<file path="src/rtl/imem_program_loader_if.sv">
// ---------------------------------------------------------------------------
// imem_program_loader_if
//   Bundles the two buses the program loader sits between:
//     - the incoming instruction stream (valid/ready handshake + last marker)
//     - the instruction-memory write port of the multicycle CPU
//
//   Signals:
//     in_valid  stream word valid
//     in_data   stream instruction word            [DATA_W]
//     in_last   final word of the program
//     in_ready  loader can accept a word
//     wr_en     instruction-memory write enable
//     wr_addr   instruction-memory write address   [ADDR_W]
//     wr_data   instruction-memory write data      [DATA_W]
//
//   Modports:
//     master  environment side: drives the stream, observes ready and writes
//     slave   loader side: consumes the stream, drives ready and the writes
// ---------------------------------------------------------------------------
interface imem_program_loader_if #(
    parameter int DATA_W = 32,
    parameter int ADDR_W = 16
) ();
    logic              in_valid;
    logic [DATA_W-1:0] in_data;
    logic              in_last;
    logic              in_ready;
    logic              wr_en;
    logic [ADDR_W-1:0] wr_addr;
    logic [DATA_W-1:0] wr_data;

    modport master (
        output in_valid, in_data, in_last,
        input  in_ready, wr_en, wr_addr, wr_data
    );

    modport slave (
        input  in_valid, in_data, in_last,
        output in_ready, wr_en, wr_addr, wr_data
    );
endinterface

</file>
<file path="src/rtl/imem_program_loader.sv">
// ---------------------------------------------------------------------------
// imem_program_loader
//   Program-load sequencer between an external instruction stream and the
//   multicycle CPU's instruction-memory write port. Words accepted on the
//   stream are written to consecutive addresses starting at a programmable
//   base. When the word carrying in_last has been written the CPU start level
//   is raised and held until halt or a new load.
//
//   Parameters:
//     DATA_W  instruction word width
//     ADDR_W  instruction-memory address width
//     DEPTH   instruction-memory capacity in words (must be <= 2**ADDR_W)
//
//   Ports:
//     clk           system clock, rising edge
//     rst           asynchronous, active-low reset
//     load_req      one-cycle pulse: start loading a new program
//     base_addr     first write address, sampled with an accepted load_req
//     halt          stop the CPU (RUN) or abort a load (LOAD); back to IDLE
//     bus           stream + write port (slave side of the interface)
//     cpu_start     CPU start level
//     busy          high in LOAD or FLUSH
//     done          one-cycle pulse on entry to RUN
//     overflow_err  sticky: image exceeded DEPTH words
//     word_count    words written in the current/last load
//
//   All outputs are registered. States: IDLE, LOAD, FLUSH, RUN, ERR.
// ---------------------------------------------------------------------------
module imem_program_loader #(
    parameter int DATA_W = 32,
    parameter int ADDR_W = 16,
    parameter int DEPTH  = 64
) (
    input  logic                clk,
    input  logic                rst,
    input  logic                load_req,
    input  logic [ADDR_W-1:0]   base_addr,
    input  logic                halt,
    imem_program_loader_if.slave bus,
    output logic                cpu_start,
    output logic                busy,
    output logic                done,
    output logic                overflow_err,
    output logic [ADDR_W:0]     word_count
);

    typedef enum logic [2:0] {
        S_IDLE  = 3'd0,
        S_LOAD  = 3'd1,
        S_FLUSH = 3'd2,
        S_RUN   = 3'd3,
        S_ERR   = 3'd4
    } state_t;

    localparam logic [ADDR_W:0] DEPTH_CNT = (ADDR_W+1)'(DEPTH);

    state_t            state;
    logic [ADDR_W-1:0] ptr;        // next write address, wraps modulo 2**ADDR_W
    logic              accept;
    logic              start_load;

    assign accept = bus.in_valid & bus.in_ready;

    // A load request starts (or restarts) a load from every state except
    // FLUSH. In LOAD and RUN a simultaneous halt takes priority.
    always_comb begin
        start_load = 1'b0;
        unique case (state)
            S_IDLE, S_ERR: start_load = load_req;
            S_LOAD, S_RUN: start_load = load_req & ~halt;
            default:       start_load = 1'b0;
        endcase
    end

    always_ff @(posedge clk or negedge rst) begin
        if (!rst) begin
            state        <= S_IDLE;
            ptr          <= '0;
            bus.in_ready <= 1'b0;
            bus.wr_en    <= 1'b0;
            bus.wr_addr  <= '0;
            bus.wr_data  <= '0;
            cpu_start    <= 1'b0;
            busy         <= 1'b0;
            done         <= 1'b0;
            overflow_err <= 1'b0;
            word_count   <= '0;
        end else begin
            bus.wr_en <= 1'b0;
            done      <= 1'b0;

            if (start_load) begin
                // A write registered on the previous edge is already on the
                // port this cycle, so a restart never cuts it short. A word
                // offered in the same cycle as the restart is discarded.
                state        <= S_LOAD;
                ptr          <= base_addr;
                word_count   <= '0;
                overflow_err <= 1'b0;
                bus.in_ready <= 1'b1;
                busy         <= 1'b1;
                cpu_start    <= 1'b0;
            end else begin
                unique case (state)
                    S_IDLE: begin
                        // halt is ignored here; wait for load_req
                    end

                    S_LOAD: begin
                        if (halt) begin
                            state        <= S_IDLE;
                            bus.in_ready <= 1'b0;
                            busy         <= 1'b0;
                        end else if (accept) begin
                            // word_count counts on the accept edge, so it is
                            // current for the next accept even back-to-back.
                            if (word_count == DEPTH_CNT) begin
                                // Overflow beats in_last; the word is dropped.
                                state        <= S_ERR;
                                overflow_err <= 1'b1;
                                bus.in_ready <= 1'b0;
                                busy         <= 1'b0;
                            end else begin
                                bus.wr_en   <= 1'b1;
                                bus.wr_addr <= ptr;
                                bus.wr_data <= bus.in_data;
                                ptr         <= ptr + 1'b1;
                                word_count  <= word_count + 1'b1;
                                if (bus.in_last) begin
                                    state        <= S_FLUSH;
                                    bus.in_ready <= 1'b0;
                                end
                            end
                        end
                    end

                    S_FLUSH: begin
                        // The final write is on the port during this cycle.
                        state     <= S_RUN;
                        busy      <= 1'b0;
                        cpu_start <= 1'b1;
                        done      <= 1'b1;
                    end

                    S_RUN: begin
                        if (halt) begin
                            state     <= S_IDLE;
                            cpu_start <= 1'b0;
                        end
                    end

                    S_ERR: begin
                        // Only load_req or reset leave ERR; halt is ignored.
                    end

                    default: begin
                        state        <= S_IDLE;
                        bus.in_ready <= 1'b0;
                        busy         <= 1'b0;
                        cpu_start    <= 1'b0;
                    end
                endcase
            end
        end
    end

endmodule

</file>
<file path="src/flat_wrapper.sv">
// flat-port wrapper written by rule: the top's interface ports become plain ports
module imem_program_loader_flat 
#(
    parameter int DATA_W = 32,
    parameter int ADDR_W = 16,
    parameter int DEPTH  = 64
)
  (clk, rst, load_req, base_addr, halt, cpu_start, busy, done, overflow_err, word_count, bus_in_valid, bus_in_data, bus_in_last, bus_in_ready, bus_wr_en, bus_wr_addr, bus_wr_data);
  imem_program_loader_if #(.DATA_W(DATA_W), .ADDR_W(ADDR_W)) bus_i ();
  input  logic clk;
  input  logic rst;
  input  logic load_req;
  input  logic [ADDR_W-1:0] base_addr;
  input  logic halt;
  output logic cpu_start;
  output logic busy;
  output logic done;
  output logic overflow_err;
  output logic [ADDR_W:0] word_count;
  input wire logic [$bits(bus_i.in_valid)-1:0] bus_in_valid;
  input wire logic [$bits(bus_i.in_data)-1:0] bus_in_data;
  input wire logic [$bits(bus_i.in_last)-1:0] bus_in_last;
  output wire logic [$bits(bus_i.in_ready)-1:0] bus_in_ready;
  output wire logic [$bits(bus_i.wr_en)-1:0] bus_wr_en;
  output wire logic [$bits(bus_i.wr_addr)-1:0] bus_wr_addr;
  output wire logic [$bits(bus_i.wr_data)-1:0] bus_wr_data;
  assign bus_i.in_valid = bus_in_valid;
  assign bus_i.in_data = bus_in_data;
  assign bus_i.in_last = bus_in_last;
  assign bus_in_ready = bus_i.in_ready;
  assign bus_wr_en = bus_i.wr_en;
  assign bus_wr_addr = bus_i.wr_addr;
  assign bus_wr_data = bus_i.wr_data;
  imem_program_loader #(.DATA_W(DATA_W), .ADDR_W(ADDR_W), .DEPTH(DEPTH)) u_core (.clk(clk), .rst(rst), .load_req(load_req), .base_addr(base_addr), .halt(halt), .bus(bus_i), .cpu_start(cpu_start), .busy(busy), .done(done), .overflow_err(overflow_err), .word_count(word_count));
endmodule
</file>
<file path="config.mk">
export PLATFORM = sky130hd
export DESIGN_NAME = imem_program_loader_flat
export DESIGN_NICKNAME = d
export VERILOG_FILES = /design/src/rtl/imem_program_loader_if.sv /design/src/rtl/imem_program_loader.sv /design/src/flat_wrapper.sv
export SDC_FILE = /design/constraint.sdc
export NUM_CORES = 1
export LEC_CHECK = 0
export CAP_MARGIN = 0
export CORE_MARGIN = 2
export CORE_UTILIZATION = 51
export CTS_CLUSTER_DIAMETER = 120
export DETAILED_ROUTE_END_ITERATION = 8
export GPL_TIMING_DRIVEN = 0
export PLACE_DENSITY = 0.86
export SYNTH_ARGS = -nofsm -noshare
export SYNTH_HDL_FRONTEND = slang
export SYNTH_SLANG_ARGS = --single-unit
</file>
<file path="constraint.sdc">
create_clock -name clk -period 4.5 [get_ports clk]
set_input_delay 0.9 -clock clk [delete_from_list [all_inputs] [get_ports clk]]
set_output_delay 0.9 -clock clk [all_outputs]
set_load 0.005 [all_outputs]
</file>
### Word-level counts from Yosys, hierarchy flattened

Cells that the tools add are included.

* multipliers: 0
* bitwise gates (word level): 5
* mux-type cells: 44
* $add $sub $neg: 2
* reduce and logical (&&, ||, !) cells: 16
* div/mod/pow operators: 0
* eq/ne operators: 15
* order comparisons: 0
* shifts and indexed selects: 0

Operator list (count)
* $mux W17: 5
* $mux W16: 5
* $mux W1: 23
* $mux W3: 6
* $add A17 B1 Y17 const B: 1
* $eq A17 B7 Y1 const B: 1
* $add A16 B1 Y16 const B: 1
* $ne A2 B1 Y1 const B: 6
* $pmux W3 S4: 1
* $reduce_and A4 Y1: 3
* $ne A4 B2 Y1 const B: 2
* $eq A3 B2 Y1 const B: 2
* $pmux W1 S2: 3
* $reduce_and A3 Y1: 2
* $reduce_bool A2 Y1: 3
* $reduce_or A3 Y1: 2
* $ne A5 B3 Y1 const B: 1
* $reduce_and A5 Y1: 1
* $reduce_or A2 Y1: 2
* $reduce_or A4 Y1: 1
* $eq A3 B1 Y1 const B: 1
* $eq A3 B3 Y1 const B: 1
* $logic_not A3 Y1: 1
* $ne A3 B2 Y1 const B: 1
* other kinds (4): 7

* register bits after elaboration: 90
* bits in latches: 0
* memories: 0
* memory bits (read-only): 0
* bits in writable memories: 0

### Logic depth before layout (Yosys ltp)

* depth after elaboration: 6
* gate-level depth with buffers: 10
* mapped depth without buffers: 8

### Least setup slack after synthesis

Ideal clock, no wire load.

* path type: input-to-reg
* start: input halt
* end: register u_core.bus.wr_addr[4]
* required time: 4.379 ns
* path slack: 2.083 ns
* cell stages on the path: 8
* buffers on the path: 3
* setup time: 0.121 ns
* data arrival time: 2.295 ns
* cells stage by stage: or4b_1 buf_4 a311oi_2 nand2_2 buf_6 buf_2 nand2_1 o21ai_1

* word-level cells in the longest chain between the ends: 5

Ends and longest elaborated chain
* from (decl): line flat_wrapper.sv:14 `input logic halt;`
* $not A1 Y1 (no source line) (*)
* $and A1 B1 Y1: line imem_program_loader.sv:70 `S_LOAD, S_RUN: start_load = load_req & ~halt;`
* $pmux W1 S2: line imem_program_loader.sv:68 `unique case (state)`
* $not A1 Y1 (no source line)
* $reduce_and A5 Y1 (no source line) (*)
* to (signal assigned): line imem_program_loader.sv:125 `bus.wr_addr <= ptr;`
* to (decl): line imem_program_loader_if.sv:39 `output in_ready, wr_en, wr_addr, wr_data`

Every way passes the cells marked *; elsewhere a longest branch is shown, timed or not.
A chain may end at the register's enable or synchronous reset.

### Final worst setup path

* start: input load_req
* end: register u_core.word_count[9]

* word-level cells in the longest chain between the ends: 4
* elaborated cells between the ends (all ways): 8
* classes of those cells: 2 x eq/ne; 2 x mux; 1 x bitwise; 3 x reduce/logical

Ends and longest elaborated chain
* from (decl): line flat_wrapper.sv:12 `input logic load_req;`
* $and A1 B1 Y1: line imem_program_loader.sv:70
* $pmux W1 S2 (*): line imem_program_loader.sv:68
* $ne A2 B1 Y1 (no source line) / $reduce_bool A2 Y1 (equally long branches)
* $reduce_and A4 Y1 (no source line)
* to (signal assigned): line imem_program_loader.sv:128 `word_count <= word_count + 1'b1;`
* to (decl): line imem_program_loader.sv:44 `output logic [ADDR_W:0] word_count`

Marked as above.

==> run metrics <==
status finished, final reports clean; reg2reg path depth 7; post-route antenna net violation count 0; number of I/O pins 125; Slew @ Worst Pin between 0.5 and 0.6 ns; first-pass GRT wire length 17400 µm; total power divided by cell area 537 mW/mm²; vias in the first global route ~3800; minimum clock period 3.04 ns; RePlAce Congestion 0.880; Synth warnings 0; Post-DP HPWL around 7600 µm; initial core utilization 52.1%; clock slew at reported path FFs 0.08 ns; synthesized area 0.00421 mm²; Area growth syn-to-layout 39.1%; Synth area leaders dfrtp_1 (53%), nand2_1 (14%), a221o_1 (2.6%); GRT Residual Overflow 0; antenna diode count 0; Hold Path Sink u_core.bus.wr_addr[0]; syn_area_per_cell 9.34 µm²; Slew Limit Fails 0; drt drc 0; fraction of layout cells with a size suffix above 1 7.78%; FMAX 0.329 GHz; CP max FO 10; top cell type's share of synthesized area between 50% and 60%; Layout Nets 644; DR pass1 iterations 4; first-iteration detailed-routing DRC count 126; Setup Buffers After CTS 0; CTS Sinks 90; pre-CTS setup slack 1.13 ns; Worst-Skew Late Latency 0.35 ns; Seq cells post-synth 90; Worst Path Arrival roughly 3.3 ns; Core ar. 0.00809 mm²; CTS tree built; element type at the critical path end flop; Worst Hold Class reg -> reg; clock skew 0.00638 ns; final WL 10400 µm; setup ws final 1.46 ns; sequential fraction of the synthesis area 53.5%; hold_sp u_core.bus.wr_addr[0]; hold depth 2; initial antenna violation count 0; fillers between 600 and 700; PostCTS Resize Cnt 0; largest net degree at the start of global routing 57; final hold vios 0; clock root buffer clkbuf_8; placed insts 681; die area ~0.009 mm²; hold_buf cts 0; Synth cell types 50; die height 94.9 µm; unrepaired setup endpoints after global routing no; Main synth FF type dfrtp_1; Synth async-reset ratio 100%; Avg WL per Cell 15.0 µm; gr usage total between 20% and 30%; total number of vias approximately 3800; slew margin rel. 60.0%; TNS Setup 0 ns; Worst Path Class, Setup in -> reg; Mapped Cells around 450; Die W 94.9 µm; combined flip-flop and latch cell area 0.00225 mm²; Cell Rows 33; Worst VDD drop 272 µV; final instance count without filler cells 696; IO buf count 124; RR Startpoint u_core.state[0]; Leak 2.71 nW; htree depth 3; Tcrit/Tclk final 67.6%; Worst EP required 4.72 ns; Syn Nets roughly 500; clk buf depth 2; Post-synth EDFFs 0; Finished Cell Area around 0.0059 mm²; Util after Layout 72.4%; Num CTS Buffers 9; Multi-input gate area 0.00178 mm²; R2R setup slack 1.99 ns; largest area contributor in the synthesized netlist dfrtp_1; final setup fails 0; critical path startpoint category input pin; Placed Area roughly 0.0056 mm²; Crit Reg-Reg Endpoint u_core.word_count[9]; Via density 5.41; Max Cap Violations 0
logic make-up (layout without fill, tap and decap cells):
kind of cell             count (synthesis)  after routing  synth area share [%]
flip-flops                              90             90                  53.5
buffers and inverters                   29            169                  4.28
adder cells (fa/ha/maj)                  3              3                 0.891
AND/OR/NAND/NOR                        251            251                  26.9
AO/OA/AOI/OAI                           60             60                  10.6
multiplexers                             3              3                 0.772
XOR/XNOR                                15             15                  3.12
state kept, by name, indices dropped and copies added (netlist names):
signal	flops
u_core.bus.in_ready	1
u_core.bus.wr_addr	16
u_core.bus.wr_data	32
u_core.bus.wr_en	1
u_core.busy	1
u_core.cpu_start	1
u_core.done	1
u_core.overflow_err	1
u_core.ptr	16
u_core.state	3
u_core.word_count	17
placed cells by master (no fill, tap or decap), types with 10 or more instances in the layout:
cell type	synthesis	routed
dfrtp_1	90	90
xor2_1	12	12
clkdlybuf4s50_1	0	123
nand3_1	10	10
nand2_1	159	159
nor2_1	29	29
a221o_1	11	11
o21ai_0	13	13
clkbuf_8	0	11
nand4_1	11	11
per-layer routing:
metal | part of all wire (%) | vias to the layer above | track usage, % | wire [µm]
li1 | - | 1792 | - | -
met4 | 1.1 | 0 | 6.76 | 114
met2 | 49 | 135 | 41.8 | 5150
met3 | 6.9 | 12 | 6.38 | 717
met5 | 0 | - | 0 | 0
met1 | 43 | 1824 | 31.5 | 4470
worst max path at each step:
stage	startpoint	to	slack (ns)	depth (start not counted)
final	load_req	u_core.word_count[9]	1.46	7
after global routing	load_req	u_core.word_count[13]	1.30	7
after CTS	load_req	u_core.word_count[9]	1.51	7
after detailed placement	load_req	u_core.word_count[7]	1.13	7
after global placement	rst	u_core.word_count[11]	-0.66	1
after floorplan	halt	u_core.bus.wr_addr[4]	2.08	8
layout make-up:
type                            count  area share, %
Buffer                             22           2.63
Clock buffer                       11           2.58
Clock inverter                      4           1.69
Inverter                            7          0.448
Multi-Input combinational cell    332           30.4
Sequential cell                    90           38.4
Tap cell                          105           2.24
Timing Repair Buffer              125           21.6
cells in the mapped netlist, types with 2 or more instances:
cell      number
o21bai_1       2
nor3b_1        4
nor4_1         6
nand2b_1       3
a21oi_1        8
and2_1         4
clkbuf_1       5
mux2_2         2
nor3_1         9
and3_1         4
xnor2_1        3
o21ai_2        2
nor4_4         2
nand4b_1       2
buf_1          2
nand2_1      159
xor2_1        12
buf_2          6
dfrtp_1       90
nor2b_1        2
nor2_1        29
o21ai_0       13
nand3_1       10
inv_1          6
and4_1         2
nand4_1       11
ha_1           3
a221o_1       11
a211oi_1       2
o21ai_1        2
buf_6          8
a21o_1         9
critical path, stage by stage:
cell,delay (ns)
clkdlybuf4s50_1,0.51
clkbuf_1,0.35
o21a_1,0.25
buf_2,0.25
buf_1,0.47
clkbuf_1,0.42
nor2_1,0.10
through the flow:
| step | hold WS, ns | total power, mW |
|---|---|---|
| detailed placement | 0.462 | 2.50 |
| floorplan | 0.461 | 1.82 |
| global placement | 0.457 | 2.44 |
| CTS | 0.483 | 3.17 |
| global route | 0.505 | 3.37 |
| finish | 0.478 | 3.15 |
power breakdown:
part | total (mW) | leakage, nW | internal [mW] | switching [mW]
Sequential | 1.34 | 1.17 | 1.11 | 0.231
Combinational | 1.14 | 1.42 | 0.659 | 0.482
Clock | 0.666 | 0.126 | 0.397 | 0.269
Total | 3.15 | 2.71 | 2.16 | 0.983
(Power assumes the default switching activity.)
